<file path="src/rtl/lockin_pkg.sv">
// Shared definitions for the lock-in I/Q demodulator: FSM state encoding,
// the chopper phase-0 reference pattern and the accumulator width rule.
package lockin_pkg;

  typedef enum logic [1:0] {
    IDLE  = 2'd0,
    ALIGN = 2'd1,
    ACQ   = 2'd2
  } state_t;

  // {ref_i, ref_q} value at chopper phase 0; every window starts here.
  localparam logic [1:0] PHASE0 = 2'b00;

  // Sample sign bit + one bit for the negated full-scale value
  // + log2 of the window length guarantees the sum cannot overflow.
  function automatic int acc_w(input int data_w, input int log2_n);
    return data_w + 1 + log2_n;
  endfunction

endpackage

</file>
<file path="src/rtl/lockin_demod_acc.sv">
// Single-channel sign-select, accumulate and dump for the lock-in
// demodulator. Stage 1 registers +/-sample according to the reference
// level; stage 2 accumulates and, on the window's last product, dumps
// the result and restarts from zero.
// Build option: LOCKIN_DEMOD_AVG_EN turns the dumped sum into the
// rounded (half-up) window mean; latency and widths are unchanged.
module lockin_demod_acc
  import lockin_pkg::*;
#(
  parameter  int DATA_W = 12,
  parameter  int LOG2_N = 2,
  localparam int ACC_W  = acc_w(DATA_W, LOG2_N)
) (
  input  logic                     clk_in,
  input  logic                     rst_n,
  input  logic                     clear,      // discard partial window
  input  logic                     load,       // capture this cycle's product
  input  logic signed [DATA_W-1:0] sample_in,
  input  logic                     ref_bit,
  input  logic                     acc_valid,  // stage-2 product is live
  input  logic                     acc_last,   // stage-2 product ends window
  output logic signed [ACC_W-1:0]  result
);

  localparam int PROD_W = DATA_W + 1;

  logic signed [PROD_W-1:0] sample_ext;
  logic signed [PROD_W-1:0] prod_d;
  logic signed [PROD_W-1:0] prod_r;
  logic signed [ACC_W-1:0]  prod_ext;
  logic signed [ACC_W-1:0]  acc;
  logic signed [ACC_W-1:0]  sum;
  logic signed [ACC_W-1:0]  dump;

  // One extra bit so negating the most negative sample stays exact.
  assign sample_ext = {sample_in[DATA_W-1], sample_in};
  assign prod_d     = ref_bit ? sample_ext : -sample_ext;
  assign prod_ext   = {{(ACC_W-PROD_W){prod_r[PROD_W-1]}}, prod_r};
  assign sum        = acc + prod_ext;

`ifdef LOCKIN_DEMOD_AVG_EN
  localparam logic signed [ACC_W-1:0] HALF =
    {{(ACC_W-1){1'b0}}, 1'b1} << (LOG2_N - 1);
  logic signed [ACC_W-1:0] rounded;
  assign rounded = sum + HALF;
  assign dump    = rounded >>> LOG2_N;
`else
  assign dump = sum;
`endif

  // Stage 1: register the sign-selected product.
  always_ff @(posedge clk_in or negedge rst_n) begin
    if (!rst_n) begin
      prod_r <= '0;
    end else if (load) begin
      prod_r <= prod_d;
    end
  end

  // Stage 2: accumulate, dump on the last product and restart from zero.
  always_ff @(posedge clk_in or negedge rst_n) begin
    if (!rst_n) begin
      acc    <= '0;
      result <= '0;
    end else if (clear) begin
      acc <= '0;
    end else if (acc_valid) begin
      if (acc_last) begin
        result <= dump;
        acc    <= '0;
      end else begin
        acc <= sum;
      end
    end
  end

endmodule

</file>
<file path="src/rtl/lockin_demodulator.sv">
// Dual-phase (I/Q) lock-in demodulator. Each accepted sample is multiplied
// by +/-1 per reference and summed over 2^LOG2_N accepted samples; windows
// always begin at chopper phase 0. Results appear two cycles after the
// window's last sample together with a one-cycle out_valid pulse.
// Build option: LOCKIN_DEMOD_AVG_EN outputs the window mean instead of
// the raw sum (see lockin_demod_acc).
//
// Handshake: sample_in is consumed in any cycle where sample_valid=1 and
// the block is accepting (ALIGN at phase 0, or ACQ); there is no back-
// pressure. out_valid is a single-cycle pulse; i_out/q_out hold between
// pulses.
module lockin_demodulator
  import lockin_pkg::*;
#(
  parameter  int DATA_W = 12,
  parameter  int LOG2_N = 2,
  localparam int ACC_W  = acc_w(DATA_W, LOG2_N)
) (
  input  logic                     clk_in,
  input  logic                     rst_n,
  input  logic                     en,
  input  logic signed [DATA_W-1:0] sample_in,
  input  logic                     sample_valid,
  input  logic                     ref_i,
  input  logic                     ref_q,
  output logic signed [ACC_W-1:0]  i_out,
  output logic signed [ACC_W-1:0]  q_out,
  output logic                     out_valid,
  output logic                     aligned
);

  state_t            state;
  state_t            state_nxt;
  logic [LOG2_N-1:0] count;
  logic              at_phase0;
  logic              take;
  logic              take_last;
  logic              p_valid;
  logic              p_last;
  logic              acc_valid;

  assign at_phase0 = ({ref_i, ref_q} == PHASE0);
  assign take      = en && sample_valid &&
                     (((state == ALIGN) && at_phase0) || (state == ACQ));
  assign take_last = take && (count == {LOG2_N{1'b1}});
  // A product still in flight when en drops is discarded.
  assign acc_valid = p_valid && en;
  assign aligned   = (state == ACQ);

  // FSM state register.
  always_ff @(posedge clk_in or negedge rst_n) begin
    if (!rst_n) begin
      state <= IDLE;
    end else begin
      state <= state_nxt;
    end
  end

  // Next-state: leaving en low always returns to IDLE, forcing realignment.
  always_comb begin
    state_nxt = state;
    if (!en) begin
      state_nxt = IDLE;
    end else begin
      case (state)
        IDLE:    state_nxt = ALIGN;
        ALIGN:   if (take) state_nxt = ACQ;
        ACQ:     state_nxt = ACQ;
        default: state_nxt = IDLE;
      endcase
    end
  end

  // Accepted-sample counter within the window; wraps naturally at N.
  always_ff @(posedge clk_in or negedge rst_n) begin
    if (!rst_n) begin
      count <= '0;
    end else if (!en) begin
      count <= '0;
    end else if (take) begin
      count <= count + 1'b1;
    end
  end

  // Pipeline valid/last tags and the result strobe.
  always_ff @(posedge clk_in or negedge rst_n) begin
    if (!rst_n) begin
      p_valid   <= 1'b0;
      p_last    <= 1'b0;
      out_valid <= 1'b0;
    end else begin
      p_valid   <= take;
      p_last    <= take_last;
      out_valid <= acc_valid && p_last;
    end
  end

  lockin_demod_acc #(
    .DATA_W (DATA_W),
    .LOG2_N (LOG2_N)
  ) u_acc_i (
    .clk_in    (clk_in),
    .rst_n     (rst_n),
    .clear     (!en),
    .load      (take),
    .sample_in (sample_in),
    .ref_bit   (ref_i),
    .acc_valid (acc_valid),
    .acc_last  (p_last),
    .result    (i_out)
  );

  lockin_demod_acc #(
    .DATA_W (DATA_W),
    .LOG2_N (LOG2_N)
  ) u_acc_q (
    .clk_in    (clk_in),
    .rst_n     (rst_n),
    .clear     (!en),
    .load      (take),
    .sample_in (sample_in),
    .ref_bit   (ref_q),
    .acc_valid (acc_valid),
    .acc_last  (p_last),
    .result    (q_out)
  );

endmodule

</file>
<file path="config.mk">
export PLATFORM = sky130hd
export DESIGN_NAME = lockin_demodulator
export DESIGN_NICKNAME = d
export VERILOG_FILES = /design/src/rtl/lockin_pkg.sv /design/src/rtl/lockin_demod_acc.sv /design/src/rtl/lockin_demodulator.sv
export SDC_FILE = /design/constraint.sdc
export NUM_CORES = 1
export LEC_CHECK = 0
export CAP_MARGIN = 0
export CORE_MARGIN = 1
export CORE_UTILIZATION = 35
export DETAILED_ROUTE_END_ITERATION = 16
export SLEW_MARGIN = 20
export SYNTH_ARGS = -nofsm -noshare
export SYNTH_HDL_FRONTEND = slang
export SYNTH_SLANG_ARGS = --single-unit
</file>
<file path="constraint.sdc">
create_clock -name clk_in -period 3.07 [get_ports clk_in]
set_clock_uncertainty 0.15 [all_clocks]
set_input_delay 0.7675 -clock clk_in [delete_from_list [all_inputs] [get_ports clk_in]]
set_output_delay 0.7675 -clock clk_in [all_outputs]
set_load 0.05 [all_outputs]
</file>
==> out/results.ini <==
[outcome]
outcome = complete, no violations

[sta]
worst_slack_ns = 0.198
post-route-period-util_pct = 93.5
setup_tns_ns = 0
hold_viol = 0
worst_pin_slew_ns = 0.506
slew_viol_final = 0
rsz0062_at_grt = yes
max_slew_margin_pct = 66.1
clock.fmax_mhz = 348
whs_ns = 0.201
finalCriticalPeriod_ns = 2.87
setup_viol = 0

[worst_setup_path]
crit_type = flop to flop
crit_slowest_cell = fa_1
r2r-end = u_acc_i.result[12]
cp-end-kind = flop
worstPathArrival_ns = 2.95
slowest_delay_ns = 0.44
r2r_cells = 9
path_cells = ha_1, fa_1, a211o_1, a21oi_2, a211oi_1, a311o_1, a21oi_1, xor2_1, o21ai_0
setup.worst_path.end = u_acc_i.result[12]
crit_required_ns = 3.14
critPathLaunch = u_acc_q.prod_r[0]
r2r_setup_slack_ns = 0.20
rr_startpoint = u_acc_q.prod_r[0]
cp-start-kind = flop
cp_max_fo = 3

[pwr]
p_int_w = 0.00253
clock_power_share_pct = 29.8
power_density_mw_per_mm2 = 630
p_sw_share_pct = 34.2
p_seq_share_pct = 41.2
ir_drop_mv = 0.315
combPwrFrac_pct = 29.0
total_leakage_power_nw = 2.87
p_sw_w = 0.00132

[placement]
place_ws_ns = -0.0296
routabilityCongestion = 0.843
numPortBuffers = 49
dp_hpwl_um = 8180

[floorplanning]
core-area_mm2 = 0.0139
fp-row-count = 43
ios = 50
die_y_um = 121
initial_core_util_pct = 36.0
design.die.area_mm2 = 0.0148
die_w_um = 121

[logic_synthesis]
syn_inst = 517
avgSynthCellArea_um2 = 9.66
synth.top_cell.area_share_pct = 46.1
synth-async-reset-ratio_pct = 100
syn_area_mm2 = 0.00499
synth_fp_nets = 570
yosys_warnings = 0
ys_dominant_reg_cell = dfrtp_1
yosysSeqAreaShare_pct = 46.1
synth.top_cells.by_area = dfrtp_1, ha_1, o21ai_0
synthDistinctLibCells = 45
ys_ff_latch = 92
yosys.area.top_type = dfrtp_1
synth_edf_count = 0

[cells_and_area]
n_antenna_cell = 0
areaGrowthSynthToFinish_pct = 22.0
nNetsFinal = 624
drive_gt1_share_pct = 8.68
seqCellArea_mm2 = 0.00230
multi_input_area_mm2 = 0.00258
n_fill_cell = 1342
post-route-util_pct = 43.9

[clock_network]
cts_tree = done
clk_pin_slew_ns = 0.06
root_buffer = clkbuf_16
numCtsBuffers = 9
clock-sinks = 92
clockBufferDepth = 2
htreeDepth = 3
clock_latency_ns = 0.35
post_cts_buffers = 0

[route]
ant_nets = 0
drt_wl_total_um = 10800
drt-initial-drc-count = 192
avgViaCountPerCell = 4.99
route.detailed.wl_per_inst_um = 14.3
drcViolationCount = 0
num_vias = 3771
dr.pass1.iters = 4

[grt]
met2_usage_pct = 23.2
top_usage_layer = met1
antenna_found_initial = 0
grt-ovfl-total = 0
grt_max_degree = 58
grt_pass1_vias = 3630
grt_use_met1_pct = 23.4
grt_pass1_wl_um = 18500
track_usage_pct = 16.3
use_met3_pct = 3.90

[hold_path]
hold_class = input pin to async pin

[run]
drv_cap = 0

## power by group through the flow
stage	clock [W]	sequential, W	combinational (W)
after floorplan	0	0.00152	0.000831
after global placement	0	0.00160	0.00108
after detailed placement	0	0.00161	0.00111
after CTS	0.00118	0.00159	0.00112
after global routing	0.00123	0.00161	0.00127
final	0.00115	0.00158	0.00111
## per-stage QoR
| stage | total power [W] | std cells | area [um^2] |
|---|---|---|---|
| 2_1_floorplan | 0.00235 | 517 | 4990 |
| 3_3_place_gp | 0.00268 | 740 | 5770 |
| 3_5_place_dp | 0.00272 | 740 | 5770 |
| 4_1_cts | 0.00388 | 756 | 6090 |
| 5_1_grt | 0.00412 | 756 | 6100 |
| 6_report | 0.00384 | 756 | 6100 |
## how the worst min path moves through the flow
stage	endpoint	slack [ns]	cells after the start
finish	u_acc_q.result[13]	0.20	1
global route	u_acc_q.result[13]	0.22	1
CTS	u_acc_q.result[12]	0.21	1
detailed placement	u_acc_q.result[11]	0.32	2
global placement	u_acc_q.result[11]	0.32	2
floorplan	u_acc_i.prod_r[10]	0.30	2
## registers in the layout, indices dropped and copies added (netlist names)
name / flops
u_acc_i.prod_r: 12
count: 2
out_valid: 1
u_acc_i.result: 15
state: 2
p_last: 1
u_acc_q.result: 15
u_acc_q.prod_r: 13
p_valid: 1
u_acc_q.acc: 15
u_acc_i.acc: 15
## cells in the final DEF (no fill, tap or decap), drive strengths merged, types with 15 or more instances in the layout
cell type,n
o21ai,76
xor2,15
nor2,26
a21oi,26
dfrtp,92
nand2,86
buf,16
clkdlybuf4s50,48
xnor2,33
ha,33
## metal layers
metal | up-vias | share of wire, %
li1 | 1919 | -
met1 | 1768 | 50
met2 | 70 | 44
met5 | - | 0
met4 | 0 | 2.2
met3 | 14 | 3.7
## worst max-delay path, delay by kind of cell (launching register included)
family | cells | cell delay [ns]
AOI/OAI and AO/OA | 6 | 1.29
adders and majority gates | 2 | 0.67
DFF | 1 | 0.43
xor gates and xnor gates | 1 | 0.19
## cell usage after synthesis, types with 2 or more instances
library cell and instances:
a211oi_1 9, ha_1 33, o211ai_1 2, clkbuf_1 17, nand3_1 8, a31oi_1 2, buf_1 2, o21ai_1 4
a22o_1 9, nand2_1 86, o21bai_1 3, and3_1 3, a21boi_0 3, nor3b_1 3, or3_1 3, nor2b_1 4
o21a_1 2, nor3_1 4, a21o_1 13, a21oi_1 26, xnor2_1 33, mux2_2 8, o21ai_0 72, fa_1 2
dfrtp_1 92, nor3b_2 2, nand4_1 4, nor2_1 26, inv_1 10, mux2i_1 2, xor2_1 15, buf_4 2
## logic make-up (layout without fill, tap and decap cells)
| logic type | Yosys count | in the layout | synth area share (%) |
|---|---|---|---|
| AOI/OAI and AO/OA | 153 | 153 | 18.7 |
| and+or+nand+nor | 147 | 147 | 13.0 |
| DFF | 92 | 92 | 46.1 |
| xor gates and xnor gates | 48 | 48 | 8.42 |
| adders and majority gates | 35 | 35 | 9.07 |
| buffers and inverters | 32 | 91 | 2.56 |
| muxes | 10 | 10 | 2.20 |
## cell type report
cell class | count | share of cell area [%]
multi-input combinational | 393 | 42.3
sequential | 92 | 37.8
timing repair buffer | 64 | 10.5
inverter | 11 | 0.677
clock inverter | 5 | 0.985
clock buffer | 11 | 4.15
tap | 180 | 3.69
## timing repair
item / in CTS / in global routing
setup endpoints to repair: 0 / 5
gates resized for setup: 0 / 2
hold buffers: 0 / 0
Power figures use the tool's default switching activity.
